`config.mk`:
```
export PLATFORM = sky130hd
export DESIGN_NAME = rps_match_engine_flat
export DESIGN_NICKNAME = d
export VERILOG_FILES = /design/src/rtl/rps_pkg.sv /design/src/rtl/rps_match_engine_if.sv /design/src/rtl/rps_debounce.sv /design/src/rtl/rps_match_engine.sv /design/src/flat_wrapper.sv
export SDC_FILE = /design/constraint.sdc
export NUM_CORES = 1
export LEC_CHECK = 0
export ABC_AREA = 1
export BUFFER_PORTS_ARGS = -buffer_cell sky130_fd_sc_hd__buf_2
export CAP_MARGIN = 10
export CELL_PAD_IN_SITES_DETAIL_PLACEMENT = 1
export CELL_PAD_IN_SITES_GLOBAL_PLACEMENT = 1
export CORE_MARGIN = 2
export CORE_UTILIZATION = 40
export DETAILED_ROUTE_END_ITERATION = 12
export PLACE_DENSITY = 0.8
export SLEW_MARGIN = 25
export SYNTH_ARGS = -nofsm -noshare
export SYNTH_HDL_FRONTEND = slang
export SYNTH_SLANG_ARGS = --single-unit
```
`constraint.sdc`:
```
create_clock -name CLK -period 5.6 [get_ports CLK]
set_input_delay 0.84 -clock CLK [delete_from_list [all_inputs] [get_ports CLK]]
set_output_delay 0.84 -clock CLK [all_outputs]
set_load 0.1 [all_outputs]
```
`src/rtl/rps_pkg.sv`:
```
// Shared encodings for the rock-paper-scissors match engine: moves, display codes,
// FSM states and the round-winner helper.
package rps_pkg;

   typedef enum logic [1:0] {
      NONE     = 2'd0,
      ROCK     = 2'd1,
      PAPER    = 2'd2,
      SCISSORS = 2'd3
   } move_e;

   localparam logic [2:0] PERSON_WINS   = 3'b001;
   localparam logic [2:0] COMPUTER_WINS = 3'b010;
   localparam logic [2:0] TIE           = 3'b100;
   localparam logic [2:0] FLASH_A       = 3'b011;
   localparam logic [2:0] FLASH_B       = 3'b100;

   typedef enum logic [2:0] {
      StIdle,
      StResult,
      StWaitRel,
      StMatchOver,
      StClr
   } state_e;

   // True when move a defeats move b.
   function automatic logic beats(input move_e a, input move_e b);
      return ((a == ROCK) && (b == SCISSORS)) ||
             ((a == PAPER) && (b == ROCK)) ||
             ((a == SCISSORS) && (b == PAPER));
   endfunction

endpackage

```
`src/rtl/rps_match_engine_if.sv`:
```
// Pin-side bundle of the match engine: raw choice buttons in, display and score state out.
// Macro TIE_COUNT_EN adds the tie_count signal.
interface rps_match_engine_if #(
   parameter int unsigned ROUNDS_TO_WIN = 3
);
   localparam int unsigned SCORE_W = $clog2(ROUNDS_TO_WIN + 1);

   logic [2:0]         btn;
   logic [2:0]         result;
   logic [1:0]         person_choice;
   logic [1:0]         computer_choice;
   logic [SCORE_W-1:0] person_score;
   logic [SCORE_W-1:0] computer_score;
   logic               match_over;
`ifdef TIE_COUNT_EN
   logic [7:0]         tie_count;
`endif

   modport slave (
      input  btn,
`ifdef TIE_COUNT_EN
      output tie_count,
`endif
      output result, person_choice, computer_choice, person_score, computer_score, match_over
   );

   modport master (
      output btn,
`ifdef TIE_COUNT_EN
      input  tie_count,
`endif
      input  result, person_choice, computer_choice, person_score, computer_score, match_over
   );

endinterface

```
`src/rtl/rps_debounce.sv`:
```
// Single-bit 2-FF synchroniser followed by a stability debouncer: the output follows the
// synchronised input once it has differed for DEBOUNCE_CYCLES consecutive samples.
module rps_debounce #(
   parameter int unsigned DEBOUNCE_CYCLES = 120000
) (
   input  logic i_clk,
   input  logic i_rst,
   input  logic i_din,
   output logic o_dout
);
   localparam int unsigned CNT_W = (DEBOUNCE_CYCLES > 1) ? $clog2(DEBOUNCE_CYCLES) : 1;
   localparam logic [CNT_W-1:0] CNT_LAST = CNT_W'(DEBOUNCE_CYCLES - 1);
   localparam logic [CNT_W-1:0] CNT_ONE  = CNT_W'(1);

   logic             r_sync1;
   logic             r_sync2;
   logic             r_stable;
   logic [CNT_W-1:0] r_cnt;

   always_ff @(posedge i_clk or posedge i_rst) begin
      if (i_rst) begin
         r_sync1  <= 1'b0;
         r_sync2  <= 1'b0;
         r_stable <= 1'b0;
         r_cnt    <= '0;
      end else begin
         r_sync1 <= i_din;
         r_sync2 <= r_sync1;
         if (r_sync2 == r_stable) begin
            r_cnt <= '0;
         end else if (r_cnt == CNT_LAST) begin
            r_stable <= r_sync2;
            r_cnt    <= '0;
         end else begin
            r_cnt <= r_cnt + CNT_ONE;
         end
      end
   end

   assign o_dout = r_stable;

endmodule

```
`src/rtl/rps_match_engine.sv`:
```
// Best-of-N rock-paper-scissors match engine: debounced presses play rounds against a
// free-running mod-3 counter until one side reaches ROUNDS_TO_WIN. Macro: TIE_COUNT_EN.
module rps_match_engine
   import rps_pkg::*;
#(
   parameter int unsigned DEBOUNCE_CYCLES = 120000,
   parameter int unsigned HOLD_CYCLES     = 24000000,
   parameter int unsigned ROUNDS_TO_WIN   = 3,
   parameter int unsigned FLASH_LOG2      = 19
) (
   input logic               CLK,
   input logic               RST,
   rps_match_engine_if.slave bus
);
   localparam int unsigned SCORE_W = $clog2(ROUNDS_TO_WIN + 1);
   localparam int unsigned HOLD_W  = (HOLD_CYCLES > 1) ? $clog2(HOLD_CYCLES) : 1;
   localparam int unsigned FLASH_W = FLASH_LOG2 + 1;
   localparam logic [SCORE_W-1:0] SCORE_MAX = SCORE_W'(ROUNDS_TO_WIN);
   localparam logic [SCORE_W-1:0] SCORE_ONE = SCORE_W'(1);
   localparam logic [HOLD_W-1:0]  HOLD_LAST = HOLD_W'(HOLD_CYCLES - 1);
   localparam logic [HOLD_W-1:0]  HOLD_ONE  = HOLD_W'(1);
   localparam logic [FLASH_W-1:0] FLASH_ONE = FLASH_W'(1);

   logic [2:0] w_deb;
   logic [2:0] w_rise;
   logic       w_press;
   move_e      w_pmove;
   move_e      w_cmove;

   for (genvar g = 0; g < 3; g++) begin : g_deb
      rps_debounce #(
         .DEBOUNCE_CYCLES(DEBOUNCE_CYCLES)
      ) u_deb (
         .i_clk (CLK),
         .i_rst (RST),
         .i_din (bus.btn[g]),
         .o_dout(w_deb[g])
      );
   end

   state_e             r_state,      w_state;
   logic [HOLD_W-1:0]  r_hold,       w_hold;
   logic [2:0]         r_result,     w_result;
   move_e              r_person,     w_person;
   move_e              r_computer,   w_computer;
   logic [SCORE_W-1:0] r_pscore,     w_pscore;
   logic [SCORE_W-1:0] r_cscore,     w_cscore;
   logic               r_match_over, w_match_over;
   logic [2:0]         r_deb_prev;
   logic [1:0]         r_mod3;
   logic [FLASH_W-1:0] r_flash;
`ifdef TIE_COUNT_EN
   logic [7:0]         r_ties,       w_ties;
`endif

   assign w_rise  = w_deb & ~r_deb_prev;
   assign w_press = |w_rise;
   assign w_cmove = move_e'(r_mod3 + 2'd1);

   // Simultaneous rises resolve rock > paper > scissors.
   always_comb begin
      if (w_rise[0])      w_pmove = ROCK;
      else if (w_rise[1]) w_pmove = PAPER;
      else                w_pmove = SCISSORS;
   end

   always_comb begin
      w_state      = r_state;
      w_hold       = r_hold;
      w_result     = r_result;
      w_person     = r_person;
      w_computer   = r_computer;
      w_pscore     = r_pscore;
      w_cscore     = r_cscore;
      w_match_over = r_match_over;
`ifdef TIE_COUNT_EN
      w_ties       = r_ties;
`endif
      case (r_state)
         StIdle: begin
            w_result = r_flash[FLASH_LOG2] ? FLASH_A : FLASH_B;
            if (w_press) begin
               w_state    = StResult;
               w_hold     = '0;
               w_person   = w_pmove;
               w_computer = w_cmove;
               if (w_pmove == w_cmove) begin
                  w_result = TIE;
`ifdef TIE_COUNT_EN
                  if (r_ties != 8'hFF) w_ties = r_ties + 8'd1;
`endif
               end else if (beats(w_pmove, w_cmove)) begin
                  w_result = PERSON_WINS;
                  if (r_pscore < SCORE_MAX) w_pscore = r_pscore + SCORE_ONE;
               end else begin
                  w_result = COMPUTER_WINS;
                  if (r_cscore < SCORE_MAX) w_cscore = r_cscore + SCORE_ONE;
               end
            end
         end
         StResult: begin
            if (r_hold == HOLD_LAST) begin
               if ((r_pscore == SCORE_MAX) || (r_cscore == SCORE_MAX)) begin
                  w_state      = StMatchOver;
                  w_match_over = 1'b1;
                  w_result     = (r_pscore == SCORE_MAX) ? PERSON_WINS : COMPUTER_WINS;
               end else begin
                  w_state = StWaitRel;
               end
            end else begin
               w_hold = r_hold + HOLD_ONE;
            end
         end
         StWaitRel: begin
            if (w_deb == 3'b000) w_state = StIdle;
         end
         StMatchOver: begin
            // The press only clears the match; it never plays a round.
            if (w_press) begin
               w_state      = StClr;
               w_pscore     = '0;
               w_cscore     = '0;
               w_person     = NONE;
               w_computer   = NONE;
               w_match_over = 1'b0;
`ifdef TIE_COUNT_EN
               w_ties       = '0;
`endif
            end
         end
         StClr: begin
            w_state = StWaitRel;
         end
         default: begin
            w_state = StIdle;
         end
      endcase
   end

   always_ff @(posedge CLK or posedge RST) begin
      if (RST) begin
         r_state      <= StIdle;
         r_hold       <= '0;
         r_result     <= '0;
         r_person     <= NONE;
         r_computer   <= NONE;
         r_pscore     <= '0;
         r_cscore     <= '0;
         r_match_over <= 1'b0;
         r_deb_prev   <= '0;
         r_mod3       <= '0;
         r_flash      <= '0;
`ifdef TIE_COUNT_EN
         r_ties       <= '0;
`endif
      end else begin
         r_state      <= w_state;
         r_hold       <= w_hold;
         r_result     <= w_result;
         r_person     <= w_person;
         r_computer   <= w_computer;
         r_pscore     <= w_pscore;
         r_cscore     <= w_cscore;
         r_match_over <= w_match_over;
         r_deb_prev   <= w_deb;
         r_mod3       <= (r_mod3 == 2'd2) ? 2'd0 : r_mod3 + 2'd1;
         r_flash      <= r_flash + FLASH_ONE;
`ifdef TIE_COUNT_EN
         r_ties       <= w_ties;
`endif
      end
   end

   assign bus.result          = r_result;
   assign bus.person_choice   = r_person;
   assign bus.computer_choice = r_computer;
   assign bus.person_score    = r_pscore;
   assign bus.computer_score  = r_cscore;
   assign bus.match_over      = r_match_over;
`ifdef TIE_COUNT_EN
   assign bus.tie_count       = r_ties;
`endif

endmodule

```
`src/flat_wrapper.sv`:
```
// flat-port wrapper written by rule: the top's interface ports become plain ports
module rps_match_engine_flat import rps_pkg::*;
#(
   parameter int unsigned DEBOUNCE_CYCLES = 120000,
   parameter int unsigned HOLD_CYCLES     = 24000000,
   parameter int unsigned ROUNDS_TO_WIN   = 3,
   parameter int unsigned FLASH_LOG2      = 19
)
  (CLK, RST, bus_btn, bus_result, bus_person_choice, bus_computer_choice, bus_person_score, bus_computer_score, bus_match_over);
  rps_match_engine_if #(.ROUNDS_TO_WIN(ROUNDS_TO_WIN)) bus_i ();
  input logic CLK;
  input logic RST;
  input wire logic [$bits(bus_i.btn)-1:0] bus_btn;
  output wire logic [$bits(bus_i.result)-1:0] bus_result;
  output wire logic [$bits(bus_i.person_choice)-1:0] bus_person_choice;
  output wire logic [$bits(bus_i.computer_choice)-1:0] bus_computer_choice;
  output wire logic [$bits(bus_i.person_score)-1:0] bus_person_score;
  output wire logic [$bits(bus_i.computer_score)-1:0] bus_computer_score;
  output wire logic [$bits(bus_i.match_over)-1:0] bus_match_over;
  assign bus_i.btn = bus_btn;
  assign bus_result = bus_i.result;
  assign bus_person_choice = bus_i.person_choice;
  assign bus_computer_choice = bus_i.computer_choice;
  assign bus_person_score = bus_i.person_score;
  assign bus_computer_score = bus_i.computer_score;
  assign bus_match_over = bus_i.match_over;
  rps_match_engine #(.DEBOUNCE_CYCLES(DEBOUNCE_CYCLES), .HOLD_CYCLES(HOLD_CYCLES), .ROUNDS_TO_WIN(ROUNDS_TO_WIN), .FLASH_LOG2(FLASH_LOG2)) u_core (.CLK(CLK), .RST(RST), .bus(bus_i));
endmodule
```
==> results.sh <==
export IMPL_core_area_um2=16600
export IMPL_die_w_um=134
export IMPL_grt_pass1_vias=6220
export IMPL_grt_remaining_overflow=0
export IMPL_antenna_found_initial=0
export IMPL_nets=914
export IMPL_hold_class="flip-flop to flip-flop"
export IMPL_fin_crit_ns=2.15
export IMPL_synth_async_reset_ratio_pct=100
export IMPL_hold_buffers=0
export IMPL_path_buf_inv=0
export IMPL_cts_resized=0
export IMPL_hold_ws_ns=0.358
export IMPL_cp_end_kind="flip-flop"
export IMPL_setup_viol=0
export IMPL_slew_headroom_pct=48.2
export IMPL_dr_first_iter_drc_count=355
export IMPL_io_pins=17
export IMPL_cts_max_level=4
export IMPL_synthFlopType="dfrtp_1"
export IMPL_dieHeight_um=134
export IMPL_routedWlPerCell_um=15.3
export IMPL_vias_per_cell=5.16
export IMPL_crit_family="simple AND/OR/NAND/NOR gates"
export IMPL_first_pass_iters=4
export IMPL_antenna_left=0
export IMPL_leakage_nw=3.55
export IMPL_path_cells="nand2_1, nand3_2, nand2_1, nand2_4, nand3_1, o21ai_2"
export IMPL_p_per_area_nw_per_um2=278
export IMPL_p_seq_share_pct=42.6
export IMPL_vdd_drop_max_uv=280
export IMPL_die_area_um2=18100
export IMPL_syn_to_final_growth_pct=13.8
export IMPL_crit_slowest_cell="nand2_1"
export IMPL_critPathRequiredTime_ns=5.91
export IMPL_comb_power_share_pct=1.8
export IMPL_cp_start_kind="flip-flop"
export IMPL_intPower_mw=1.69
export IMPL_fmax_ghz=0.465
export IMPL_crit_type="flip-flop to flip-flop"
export IMPL_syn_cell_area_um2=6800
export IMPL_post_cts_buffers=0
export IMPL_synth_nets=888
export IMPL_cts_sinks=125
export IMPL_arrival_ns=2.46
export IMPL_grt_pass1_wl_um=30400
export IMPL_p_clk_share_pct=55.7
export IMPL_track_usage_pct=21.1
export IMPL_critPathMaxFanout=23
export IMPL_clock_skew_ns=0.00882
export IMPL_ys_types=39
export IMPL_ys_seq_area_share_pct=46.0
export IMPL_hold_viol=0
export IMPL_p_switching_uw=463
export IMPL_vias=5836
export IMPL_cts_tree="built"
export IMPL_wirelength_um=17300
export IMPL_finalWeightedCongestion=0.832
export IMPL_clockRootBuffer="clkbuf_16"
export IMPL_finalMaxSlewViolations=0
export IMPL_remaining_drc_errors=0
export IMPL_yosys_top_cells_count="nand2_1, nor2_1, dfrtp_1"
export IMPL_cp_common_cell="nand2_1"
export IMPL_status="complete, no violations"
export IMPL_maxCapViolCount=0
export IMPL_yosysWarnings=0
export IMPL_grt_max_degree=86
export IMPL_worstMarginPinSlew_ns=0.777
export IMPL_synth_top_area_share_pct=46.0
export IMPL_synth_most_common_cell="nand2_1"
export IMPL_synth_edf_count=0
export IMPL_rows=47
export IMPL_io_buffers=16
export IMPL_clkLatencyLatePin_ns=0.43
export IMPL_path_clk_slew_ns=0.06
export IMPL_syn_mean_instance_area_um2=7.81
export IMPL_power_mw=2.15
export IMPL_place_hpwl_um=12100
export IMPL_grt_setup_unrepaired="no"
export IMPL_synth_area_leaders="dfrtp_1, nand2_1, nor2_1"
export IMPL_yosys_register_bits=125
export IMPL_start_util_pct=41.0
export IMPL_fin_tns_setup_ns=0
export IMPL_max_stage_delay_ns=0.60
export IMPL_drive_above_1_share_pct=8.68
export IMPL_numCtsBuffers=17
export IMPL_diodes=0
export IMPL_sw_frac_of_total_pct=21.5
export IMPL_post_route_period_util_pct=38.4
export IMPL_clk_path_buf_depth=2
export IMPL_synth_area_leader_cell="dfrtp_1"
export IMPL_syn_inst=871
[final timing paths]
path                                                from                        endpoint  slack, ns  depth (start not counted)
max in group asynchronous                            RST            u_core.r_deb_prev[1]       4.01                          3
hold / removal             u_core.g_deb[2].u_deb.r_sync1   u_core.g_deb[2].u_deb.r_sync2       0.36                          0
hold reg to reg            u_core.g_deb[2].u_deb.r_sync1   u_core.g_deb[2].u_deb.r_sync2       0.36                          0
min in group asynchronous                            RST  u_core.g_deb[0].u_deb.r_cnt[2]       0.56                          2
setup reg to reg            u_core.g_deb[0].u_deb.o_dout                u_core.r_hold[0]       3.45                          6
setup / recovery            u_core.g_deb[0].u_deb.o_dout                u_core.r_hold[0]       3.45                          6
[state kept, by name, summed over array words and instances (netlist names)]
signal                      count
u_core.g_deb.u_deb.r_cnt       51
u_core.r_hold                  25
u_core.r_flash                 20
u_core.bus.result               3
u_core.g_deb.u_deb.o_dout       3
u_core.g_deb.u_deb.r_sync1      3
u_core.g_deb.u_deb.r_sync2      3
u_core.r_deb_prev               3
u_core.r_state                  3
u_core.bus.computer_choice      2
u_core.bus.computer_score       2
u_core.bus.person_choice        2
u_core.bus.person_score         2
u_core.r_mod3                   2
u_core.bus.match_over           1
[per-stage QoR]
step	worst slack, ns	util (%)	std cells	instance area, µm²
2_1_floorplan	1.43	-	871	6800
3_3_place_gp	3.26	42.8	1098	7100
3_5_place_dp	3.43	42.8	1098	7100
4_1_cts	3.43	46.7	1130	7740
5_1_grt	3.22	46.7	1130	7740
6_report	3.45	46.7	1130	7740
[area by class of cell]
class,instances,area (µm²)
well taps,220,275
clock inverters,13,188
fillers,2075,8840
inverters,103,392
clock buffers,19,453
repair buffers,17,87.6
multi-input cells,633,3220
flip-flops and latches,125,3130
[cells in the final DEF, fill, tap and decap left out, types with 2 or more instances in the layout]
cell type	instances
a21oi_1	12
a31o_2	2
a31oi_1	3
buf_2	16
bufinv_16	4
clkbuf_16	17
clkbuf_8	2
clkinv_1	2
clkinv_2	3
clkinv_4	4
dfrtp_1	125
ha_1	12
inv_1	98
inv_2	2
inv_6	3
nand2_1	189
nand2_4	3
nand3_1	90
nand3_2	2
nand3b_1	2
nand4_1	35
nor2_1	152
nor2_2	7
nor2_4	2
nor3_1	26
nor3b_1	5
nor4_1	6
o21a_1	2
o21ai_0	16
o21ai_1	2
o21ai_2	5
o21bai_1	2
o22ai_2	3
xnor2_1	10
xor2_1	38
[metal layers]
layer,GRT usage [%],part of all wire (%),vias to the layer above
met1,26.8,46,2892
met2,35.7,50,51
li1,-,-,2873
met3,5.22,3.0,20
met4,6.37,1.4,0
met5,0,0,-
[logic make-up (layout without fill, tap and decap cells)]
logic type                 count (synthesis)  after routing  synth area share, %
DFF                                      125            125                 46.0
and+or+nand+nor                          524            524                 34.3
xor gates and xnor gates                  48             48                 6.18
adders and majority gates                 12             12                 2.21
buffers and inverters                    113            152                 6.68
AOI/OAI and AO/OA                         49             49                 4.64
[power by group through the flow]
stage	Sequential (mW)	Combinational (mW)	Clock (mW)
CTS	0.916	0.0412	1.22
detailed placement	0.932	0.0405	0
global route	0.916	0.0467	1.26
finish	0.916	0.0385	1.20
global placement	0.932	0.0389	0
floorplan	0.931	0.0271	0
(Power assumes the default switching activity.)
